$ cat src/rtl/mul2add_pkg.sv
// Shared definitions for the mul2add block.
// Holds the FSM state encoding and the default quotient width.
package mul2add_pkg;

  localparam int unsigned DefaultWidth = 8;

  // 2'b11 is unreachable in normal operation and is decoded back to idle.
  typedef enum logic [1:0] {
    StIdle    = 2'b00,
    StShift   = 2'b01,
    StOut     = 2'b10,
    StIllegal = 2'b11
  } mul2add_state_e;

endpackage

$ cat src/rtl/shiftl_ins.sv
// Left-shift register with serial insert into the LSB.
// Ports:
//   clk_i      - clock, rising edge
//   rst_ni     - asynchronous active-low clear
//   load_i     - parallel load of load_val_i (has priority over shift_i)
//   load_val_i - parallel load value
//   shift_i    - shift left by one and insert sin_i at the LSB
//   sin_i      - serial bit inserted at the LSB
//   q_o        - register contents
// The register holds its value when neither load_i nor shift_i is asserted.
module shiftl_ins #(
  parameter int unsigned Width = 9
) (
  input  logic             clk_i,
  input  logic             rst_ni,
  input  logic             load_i,
  input  logic [Width-1:0] load_val_i,
  input  logic             shift_i,
  input  logic             sin_i,
  output logic [Width-1:0] q_o
);

  logic [Width-1:0] q_d, q_q;

  always_comb begin
    q_d = q_q;
    if (load_i) begin
      q_d = load_val_i;
    end else if (shift_i) begin
      q_d = {q_q[Width-2:0], sin_i};
    end
  end

  always_ff @(posedge clk_i or negedge rst_ni) begin
    if (!rst_ni) begin
      q_q <= '0;
    end else begin
      q_q <= q_d;
    end
  end

  assign q_o = q_q;

endmodule

$ cat src/rtl/mul2add.sv
// Reconstructs a = 2*div2 + mod2 over three clock edges:
// capture (idle), shift-in of the remainder bit, then register the result.
// Ports:
//   clk      - clock, rising edge
//   reset    - asynchronous active-low reset
//   activate - start request, only sampled while idle
//   div2     - quotient operand (WIDTH bits)
//   mod2     - remainder operand
//   a        - registered result (WIDTH+1 bits), held between operations
//   endop    - registered one-cycle done pulse
//   busy     - only when MUL2ADD_BUSY_EN is defined: high while an
//              operation is in flight (shift and out states)
module mul2add
  import mul2add_pkg::*;
#(
  parameter int unsigned WIDTH = DefaultWidth
) (
  input  logic             clk,
  input  logic             reset,
  input  logic             activate,
  input  logic [WIDTH-1:0] div2,
  input  logic             mod2,
  output logic [WIDTH:0]   a,
  output logic             endop
`ifdef MUL2ADD_BUSY_EN
  ,
  output logic             busy
`endif
);

  mul2add_state_e state_d, state_q;

  logic           load_en, shift_en, out_en;
  logic           mod_q;
  logic [WIDTH:0] sreg;
  logic [WIDTH:0] a_q;
  logic           endop_q;

  // State register.
  always_ff @(posedge clk or negedge reset) begin
    if (!reset) begin
      state_q <= StIdle;
    end else begin
      state_q <= state_d;
    end
  end

  // Next-state logic.
  always_comb begin
    state_d = state_q;
    case (state_q)
      StIdle:  if (activate) state_d = StShift;
      StShift: state_d = StOut;
      StOut:   state_d = StIdle;
      default: state_d = StIdle;
    endcase
  end

  // Datapath controls decoded from the current state.
  always_comb begin
    load_en  = 1'b0;
    shift_en = 1'b0;
    out_en   = 1'b0;
    case (state_q)
      StIdle:  load_en  = activate;
      StShift: shift_en = 1'b1;
      StOut:   out_en   = 1'b1;
      default: ;
    endcase
  end

  shiftl_ins #(
    .Width (WIDTH + 1)
  ) u_shiftl_ins (
    .clk_i      (clk),
    .rst_ni     (reset),
    .load_i     (load_en),
    .load_val_i ({1'b0, div2}),
    .shift_i    (shift_en),
    .sin_i      (mod_q),
    .q_o        (sreg)
  );

  // Remainder bit is held from capture until it is shifted in.
  always_ff @(posedge clk or negedge reset) begin
    if (!reset) begin
      mod_q <= 1'b0;
    end else if (load_en) begin
      mod_q <= mod2;
    end
  end

  always_ff @(posedge clk or negedge reset) begin
    if (!reset) begin
      a_q     <= '0;
      endop_q <= 1'b0;
    end else begin
      endop_q <= out_en;
      if (out_en) begin
        a_q <= sreg;
      end
    end
  end

  assign a     = a_q;
  assign endop = endop_q;

`ifdef MUL2ADD_BUSY_EN
  assign busy = (state_q == StShift) || (state_q == StOut);
`endif

endmodule

$ cat config.mk
export PLATFORM = sky130hd
export DESIGN_NAME = mul2add
export DESIGN_NICKNAME = d
export VERILOG_FILES = /design/src/rtl/mul2add_pkg.sv /design/src/rtl/shiftl_ins.sv /design/src/rtl/mul2add.sv
export SDC_FILE = /design/constraint.sdc
export NUM_CORES = 1
export LEC_CHECK = 0
export BUFFER_PORTS_ARGS = -buffer_cell sky130_fd_sc_hd__buf_2
export CORE_MARGIN = 2
export CORE_UTILIZATION = 50
export CTS_CLUSTER_DIAMETER = 40
export DETAILED_ROUTE_END_ITERATION = 8
export GPL_ROUTABILITY_DRIVEN = 0
export PLACE_DENSITY = 0.75
export SLEW_MARGIN = 10
export SYNTH_ARGS = -nofsm -noshare
export SYNTH_HDL_FRONTEND = slang
export SYNTH_SLANG_ARGS = --single-unit
$ cat constraint.sdc
create_clock -name clk -period 1.8 [get_ports clk]
set_clock_uncertainty 0.1 [all_clocks]
set_input_delay 0.18 -clock clk [delete_from_list [all_inputs] [get_ports clk]]
set_output_delay 0.18 -clock clk [all_outputs]
set_load 0.01 [all_outputs]
==> reports/results.tsv, run 1 <==
metric	value	unit
outcome	finished clean	
CP endpoint kind	flop	
type of the most critical hold path	primary input to flop	
Final Hold Fails	0	
vias in the first global route	535	
Mapped Nets	83	
Yosys warning count	0	
layout cells sized above 1	38.7	%
Post-CTS Hold Buffers	1	
Die Width	47.0	microns
Avg Cell Area, Syn	13.0	sq um
Sink Count	22	
nets@finish	107	
largest net degree at the start of global routing	23	
Max-slew headroom	67.7	%
Post-CTS Resized	0	
CP Max Fanout	9	
Num CTS Buffers	3	
Fill cells	160	
drt drc	0	
Final min period	1.44	ns
Inst Count DP	113	
HPWL after detailed placement	1.09	mm
Bufs on Longest Clock Path	2	
total track usage	16.6	%
Arr. time, crit path	1.54	ns
Cell Count, Final, Fillers Out	118	
Max Cap Viol	0	
Final Slew Violations	0	
Worst-Margin Slew	0.485	ns
Final period util	79.9	%
Root Buffer	clkbuf_4	
Final setup viols	0	
die height	47.0	microns
post-synth top area share	59.5	%
top cell type by total area after synthesis	dfrtp_1	
setup total negative slack	0	ns
core area	1730	sq um
CTS tree	done	
mapped cell area	926	sq um
total grt overflow	0	
DR WL/cell	13.6	microns
register area share after synthesis	59.5	%
Post-DRT Antenna Nets	0	
die area	2210	sq um
IO Port Bufs	21	
drt initial violations	24	
kind of critical path	flop to flop	
H-tree levels	1	
standby leakage power	0.000471	uW
RSZ-0062 raised after global routing	no	
routed wire length	1.61	mm
Syn Inst Count	71	
Worst-Skew Late Latency	0.30	ns
Synth area leaders	dfrtp_1 (59%), mux2_2 (12%), o32ai_1 (7.6%)	
P per Cell Area	1360	nW/um^2
Pre-antenna DRT Iters	4	
FP Rows	15	
register bit count reported by yosys	22	
cell area after layout	1060	sq um
Placed Area	1020	sq um
antenna fix cells	0	
via count	660	
FMAX	696	MHz
io pins	22	
Worst-path clk slew	0.12	ns
initial core utilization	53.6	%
post-CTS setup buffer count	0	
crit start category	flop	
most common cell after layout, fill and taps aside	dfrtp_1	
post-DR vias/cell	5.59	
P&R area growth vs syn	14.5	%
global-route wire length before repair	2.48	mm
initial antenna violation count	0	
Tot Pwr	1440	uW
Netlist cell types	15	
commonest cells after routing, fill and taps aside	dfrtp_1 (22), buf_2 (21), mux2_2 (10)	
CP required	1.90	ns
maximum vdd drop	0.733	mV
[registers in the layout, summed over array words and instances, names as in the netlist]
| signal | count |
|---|---|
| state_q | 2 |
| endop | 1 |
| mod_q | 1 |
| u_shiftl_ins.q_o | 9 |
| a | 9 |
[cells in the mapped netlist]
library cell / n
a22o_1: 1
buf_2: 1
buf_6: 3
clkbuf_8: 1
clkinv_1: 1
dfrtp_1: 22
inv_1: 2
mux2_2: 10
nand2_1: 1
nand2b_1: 3
nor2_1: 8
nor2_4: 1
o22ai_1: 8
o32ai_1: 8
or2_1: 1
[metrics by stage]
step | hold WS (ns) | util, % | setup WS [ns]
floorplan | -0.216 | - | 0.513
global placement | 0.0606 | 58.9 | 0.422
detailed placement | 0.0722 | 58.9 | 0.388
CTS | 0.000681 | 60.8 | 0.361
global route | 0.0491 | 61.4 | 0.316
finish | 0.0566 | 61.4 | 0.362
[critical path: stages (launching register included)]
cell      delay, ns
dfrtp_1        0.42
nand2b_1       0.32
nor2_4         0.16
mux2_2         0.34
[metal layers]
metal / GRT usage (%) / wire length (microns) / vias to the layer above / share of wire (%)
met4: 8.33 / 14 / 0 / 0.87
met1: 23.3 / 739 / 322 / 46
li1: - / - / 307 / -
met5: 0 / 0 / - / 0
met2: 23.3 / 754 / 29 / 47
met3: 5.00 / 102 / 2 / 6.3
[cells by family after synthesis]
kind of cell           count (synthesis)  synth area share (%)
AOI/OAI and AO/OA                     17                  13.9
DFF                                   22                  59.5
buffers and inverters                  8                  6.89
and+or+nand+nor                       14                  7.57
muxes                                 10                  12.2
[layout make-up]
type                    instances  area [sq um]  share of cell area [%]
well taps                      25          31.3                    2.95
flip-flops and latches         22           551                    51.9
clock buffers                   3          22.5                    2.13
inverters                       3          11.3                    1.06
multi-input cells              41           312                    29.4
repair buffers                 24           133                    12.5
[final timing paths]
kind | from | end | slack (ns) | cells past startpoint
setup / recovery | state_q[1] | mod_q | 0.36 | 3
hold / removal | div2[7] | u_shiftl_ins.q_o[7] | 0.06 | 3
setup reg to reg | state_q[1] | mod_q | 0.36 | 3
hold reg to reg | u_shiftl_ins.q_o[8] | u_shiftl_ins.q_o[8] | 0.41 | 1
max in group asynchronous | reset | u_shiftl_ins.q_o[2] | 1.01 | 2
min in group asynchronous | reset | a[7] | 0.26 | 2
[report_power, final]
group	switching (uW)	leakage, uW	internal, uW
Combinational	209	0.000203	233
Sequential	113	0.000254	670
Clock	135	0.0000138	77.9
Total	456	0.000471	981
(Power assumes the default switching activity.)
==> run 2, diff against run 1 <==
- ABC_AREA: default -> 1
- PLACE_DENSITY: 0.75 -> 0.76
- clock period: 1.8 -> 1.5 ns (I/O delays scaled with it)
==> run 2 against run 1 <==
Compared with the run above: global-route usage rose by 0.89 points; clock power rose by 110%; die area fell by 5.9%; routed wire length fell by 1.1%; total power rose by 25%; non-clock buffer count rose by 4; via count rose by 7.0%; fmax rose by 21%; combinational power rose by 3%; sequential power rose by 14%; first-iteration DRC count fell by 25%; largest power group unchanged.
==> reports/results.tsv, run 2 <==
metric	value	unit	change
register bit count reported by yosys	22		unchanged
kind of critical path	flop to flop		
Mapped Nets	109		+31%
crit start category	flop		
Pre-antenna DRT Iters	4		unchanged
Final period util	79.0	%	-0.85 points
grt met3 use	2.38	%	-2.6 points
P per Cell Area	1610	nW/um^2	+19%
met1 GRT Util	24.7	%	+1.4 points
Bufs on Longest Clock Path	2		unchanged
setup total negative slack	0	ns	unchanged
Final Hold Fails	0		unchanged
routed wire length	1.59	mm	-1.1%
most common cell after layout, fill and taps aside	nand2_1		
setup ws final	0.315	ns	-0.0476 ns
Yosys warning count	0		unchanged
DR WL/cell	11.0	microns	-20%
register cell area after layout	551	sq um	unchanged
post-CTS setup buffer count	0		unchanged
via count	706		+7.0%
layout cells sized above 1	24.2	%	-14 points
standby leakage power	0.000617	uW	+31%
area of the multi-input gates	295	sq um	-5.2%
Post-synth EDFFs	0		unchanged
post-synth top area share	63.6	%	+4.1 points
ys async rst share	100	%	unchanged
antenna fix cells	0		unchanged
vias in the first global route	565		+5.6%
Root Buffer	clkbuf_4		
CTS tree	done		
FMAX	844	MHz	+21%
H-tree levels	1		unchanged
Die Width	45.6	microns	-3.0%
CP required	1.65	ns	-0.25 ns
Synth Flop Type	dfrtp_1		
worst slack, placed	0.305	ns	-0.0832 ns
top cell type by total area after synthesis	dfrtp_1		
Max-slew headroom	68.4	%	+0.74 points
global routing's busiest layer	met2		
Final min period	1.19	ns	-0.252 ns
top post-synthesis cells by count	nand2_1 (50), dfrtp_1 (22), nand3_1 (16)		
type of the most critical hold path	primary input to flop		
total track usage	17.5	%	+0.89 points
commonest cells after routing, fill and taps aside	nand2_1 (50), dfrtp_1 (22), buf_2 (21), nand3_1 (16), dlygate4sd3_1 (7)		
Final Slew Violations	0		unchanged
outcome	finished clean		
Netlist cell types	9		-6
die area	2080	sq um	-5.9%
drt drc	0		unchanged
initial core utilization	51.8	%	-1.8 points
Max Cap Viol	0		unchanged
total grt overflow	0		unchanged
Sink Count	22		unchanged
core area	1670	sq um	-3.3%
P&R area growth vs syn	28.2	%	
mapped cell area	866	sq um	-6.5%
GR Util met2	26.2	%	+2.9 points
maximum vdd drop	0.905	mV	+23%
Final setup viols	0		unchanged
Worst-Skew Late Latency	0.30	ns	about the same
register area share after synthesis	63.6	%	+4.1 points
Fill cells	156		-2.5%
largest net degree at the start of global routing	23		unchanged
Num CTS Buffers	3		unchanged
IO Port Bufs	21		unchanged
Worst-Margin Slew	0.474	ns	-0.0111 ns
most frequent cell after synthesis	nand2_1		
FP Rows	15		unchanged
initial antenna violation count	0		unchanged
Syn Inst Count	97		+37%
post-DR vias/cell	4.87		-13%
Cell Count, Final, Fillers Out	145		+23%
Worst-path clk slew	0.12	ns	about the same
nets@finish	141		+32%
global-route wire length before repair	2.53	mm	+1.9%
CP endpoint kind	flop		
HPWL after detailed placement	1.08	mm	-0.97%
Post-DRT Antenna Nets	0		unchanged
CP Max Fanout	9		unchanged
drt initial violations	18		-25%
RSZ-0062 raised after global routing	no		
Inst Count DP	134		+19%
Avg Cell Area, Syn	8.93	sq um	-32%
die height	45.6	microns	-3.0%
Arr. time, crit path	1.34	ns	-0.20 ns
io pins	22		unchanged
Synth area leaders	dfrtp_1 (64%), nand2_1 (22%), nand3_1 (9.2%)		
Post-CTS Resized	0		unchanged
## run 2: changes by cell type after synthesis, sizes merged
cell    before  now
clkbuf       1    0
o21ai        0    1
inv          2    4
mux2        10    0
o22ai        8    0
nand2        1   51
nand3        0   16
o32ai        8    0
nand2b       3    0
buf          4    1
a22o         1    0
or2          1    0
clkinv       1    0
nor2         9    2
## run 2: path summary, 6_finish.rpt
path                       startpoint             endpoint  slack, ns  depth (start not counted)
hold / removal                div2[4]  u_shiftl_ins.q_o[4]      0.001                          3
max in group asynchronous       reset                endop       0.75                          2
hold reg to reg                  a[0]                 a[0]       0.39                          2
setup reg to reg           state_q[0]                mod_q       0.31                          5
setup / recovery           state_q[0]                mod_q       0.31                          5
min in group asynchronous       reset                 a[3]       0.22                          2
## run 2: per-stage QoR
stage / utilization, % / hold slack, ns / cell area, sq um / power [uW]
2_1_floorplan: - / -0.246 / 866 / 1170
3_3_place_gp: 59.1 / 0.0283 / 987 / 1340
3_5_place_dp: 59.1 / 0.0365 / 987 / 1360
4_1_cts: 66.4 / 0.0000588 / 1110 / 1820
5_1_grt: 66.4 / 0.0123 / 1110 / 1920
6_report: 66.4 / 0.00136 / 1110 / 1790
## run 2: power breakdown
part / switching [uW] / internal [uW]
clock: 169 / 270
combinational: 260 / 195
sequential: 112 / 784
## run 2: final cells by class
class,instances,share of cell area [%]
inverter,4,1.35
multi-input combinational,70,26.6
tap,17,1.92
timing repair buffer,28,15.8
clock buffer,3,2.03
sequential,22,49.6
clock inverter,1,2.71
## run 2: routing by layer
metal / part of all wire [%] / vias up / routed length [microns]
li1: - / 366 / -
met1: 46 / 316 / 731
met2: 48 / 22 / 759
met3: 5.4 / 2 / 86
met4: 0.94 / 0 / 15
met5: 0 / - / 0
## run 2: timing repair
action | in CTS | in global routing
hold buffers | 7 | 0
hold endpoints to repair | 28 | 0
endpoints found under the setup margin | 0 | 0
## run 2: cell families (layout without fill, tap and decap cells)
group                  Yosys count  after routing  synth area share (%)
AOI/OAI and AO/OA                1              1                  1.01
buffers and inverters            5             36                  2.31
DFF                             22             22                  63.6
and+or+nand+nor                 69             69                  33.1
## run 2: critical path: stages (launching register included)
cell and delay (ns):
dfrtp_1 0.44, nor2_2 0.31, nand2_1 0.11, inv_1 0.09, nand2_1 0.05, nand2_1 0.05
==> run 3, diff against run 2 <==
- clock period: 1.5 -> 1.1 ns (I/O delays scaled with it)
==> run 3 against run 2 <==
Compared with the run above: non-clock buffer count rose by 12; utilization rose by 9.2 points; clock-buffer cell count up 1; clock power about the same; final area increased by 14%; first-iteration DRC count did not move; via count is 12% higher; largest cell class unchanged.
==> reports/results.tsv, run 3 (synthesis gave the netlist of run 2 again) <==
metric	value	unit	change
outcome	finished clean		
CP endpoint	u_shiftl_ins.q_o[3]		
die area	2080	sq um	unchanged
Num CTS Buffers	3		unchanged
Max Cap Viol	0		unchanged
area of the multi-input gates	340	sq um	+15%
Min-Delay Path Depth	3		unchanged
CP max stage cell	dfrtp_2		
CTS tree	done		
FP Rows	15		unchanged
die height	45.6	microns	unchanged
Fill cells	126		-19%
Bufs on Longest Clock Path	2		unchanged
Final Hold Fails	0		unchanged
Final min period	1.09	ns	-0.0911 ns
Root Buffer	clkbuf_4		
Final setup viols	0		unchanged
CP Max Fanout	3		-6
post-DR vias/cell	5.02		+3.1%
Arr. time, crit path	1.20	ns	-0.14 ns
drt drc	0		unchanged
Reg2Reg Depth	5		unchanged
via count	788		+12%
P&R area growth vs syn	46.0	%	
Layout Utilization	75.7	%	+9.2 points
Die Width	45.6	microns	unchanged
IO Port Bufs	21		unchanged
largest net degree at the start of global routing	23		unchanged
global-route wire length before repair	2.91	mm	+15%
r2r endpoint	u_shiftl_ins.q_o[3]		
antenna fix cells	0		unchanged
initial core utilization	51.8	%	unchanged
Final Slew Violations	0		unchanged
routed wire length	1.94	mm	+22%
HPWL after detailed placement	1.25	mm	+16%
DR WL/cell	12.4	microns	+13%
nets@finish	153		+8.5%
cell chain of the critical path	inv_2 > nor2_2 > buf_4 > nand2_2 > nand3_2		
register cell area after layout	553	sq um	+0.45%
maximum vdd drop	1.15	mV	+27%
Max-slew headroom	68.0	%	-0.37 points
Cell Count, Final, Fillers Out	157		+8.3%
setup total negative slack	0	ns	unchanged
total track usage	20.0	%	+2.5 points
standby leakage power	0.000689	uW	+12%
Post-DRT Antenna Nets	0		unchanged
most common cell after layout, fill and taps aside	nand2_1		
Pre-antenna DRT Iters	5		+1
Worst-Skew Late Latency	0.30	ns	about the same
Critical Path Max Stage Delay	0.46	ns	+0.02 ns
io pins	22		unchanged
layout cells sized above 1	39.3	%	+15 points
Worst-path clk slew	0.12	ns	about the same
Inst Count DP	142		+6.0%
drt initial violations	18		unchanged
reg2reg start	state_q[0]		
commonest cells after routing, fill and taps aside	nand2_1 (40), buf_2 (21), dfrtp_1 (20), nand3_1 (14)		
P per Cell Area	1980	nW/um^2	+23%
initial antenna violation count	0		unchanged
Final Hold Slack	0.0412	ns	+0.0399 ns
CP endpoint kind	flop		
kind of critical path	flop to flop		
H-tree levels	1		unchanged
total grt overflow	0		unchanged
RSZ-0062 raised after global routing	yes		
vias in the first global route	691		+22%
Worst setup startpoint	state_q[0]		
register-to-register setup slack	0.006	ns	-0.31 ns
Worst-Margin Slew	0.480	ns	+0.00554 ns
Sink Count	22		unchanged
FMAX	914	MHz	+8.3%
CP required	1.20	ns	-0.45 ns
Final period util	99.5	%	+20 points
core area	1670	sq um	unchanged
crit start category	flop		
type of the most critical hold path	primary input to flop		
## run 3: how the worst min path moves through the flow
stage | from | endpoint
3_3_place_gp | reset | a[1]
4_1_cts | activate | state_q[0]
2_1_floorplan | reset | a[0]
3_5_place_dp | reset | a[1]
6_report | activate | state_q[0]
5_1_grt | activate | state_q[0]
## run 3: area by class of cell
class,instances,share of cell area [%]
clock buffers,4,2.87
inverters,4,1.39
multi-input cells,70,26.9
flip-flops and latches,22,43.8
well taps,17,1.68
repair buffers,40,23.4
## run 3: worst max-delay path, delay by kind of cell, from the launching register on
kind | cells | cell delay, ns
flip-flops | 1 | 0.46
buffers and inverters | 2 | 0.25
AND/OR/NAND/NOR | 3 | 0.18
## run 3: repair_timing
action                                  4_1_cts  5_1_grt
endpoints found under the hold margin        31        0
hold buffers                                 10        0
pin swaps                                     0        8
setup buffers                                 0        1
endpoints found under the setup margin        3       18
gates resized for setup                       4       20
## run 3: metrics by stage
stage | area (sq um) | total power (uW) | setup WS (ns)
after floorplan | 866 | 1600 | 0.0444
after global placement | 1050 | 1920 | 0.0492
after detailed placement | 1050 | 1940 | 0.0198
after CTS | 1190 | 2410 | 0.0111
after global routing | 1260 | 2680 | -0.0514
final | 1260 | 2500 | 0.00588
## run 3: report_power, final
| group | internal, uW | total (uW) | switching, uW |
|---|---|---|---|
| sequential | 1070 | 1270 | 200 |
| combinational | 381 | 792 | 411 |
| clock | 202 | 440 | 238 |
## run 3: metal layers
layer  wire (microns)  share of wire [%]  GRT usage [%]
met4               18               0.93           8.82
met1              856                 44           23.7
met5                0                  0              0
met2              981                 51           34.9
met3               83                4.3           3.57
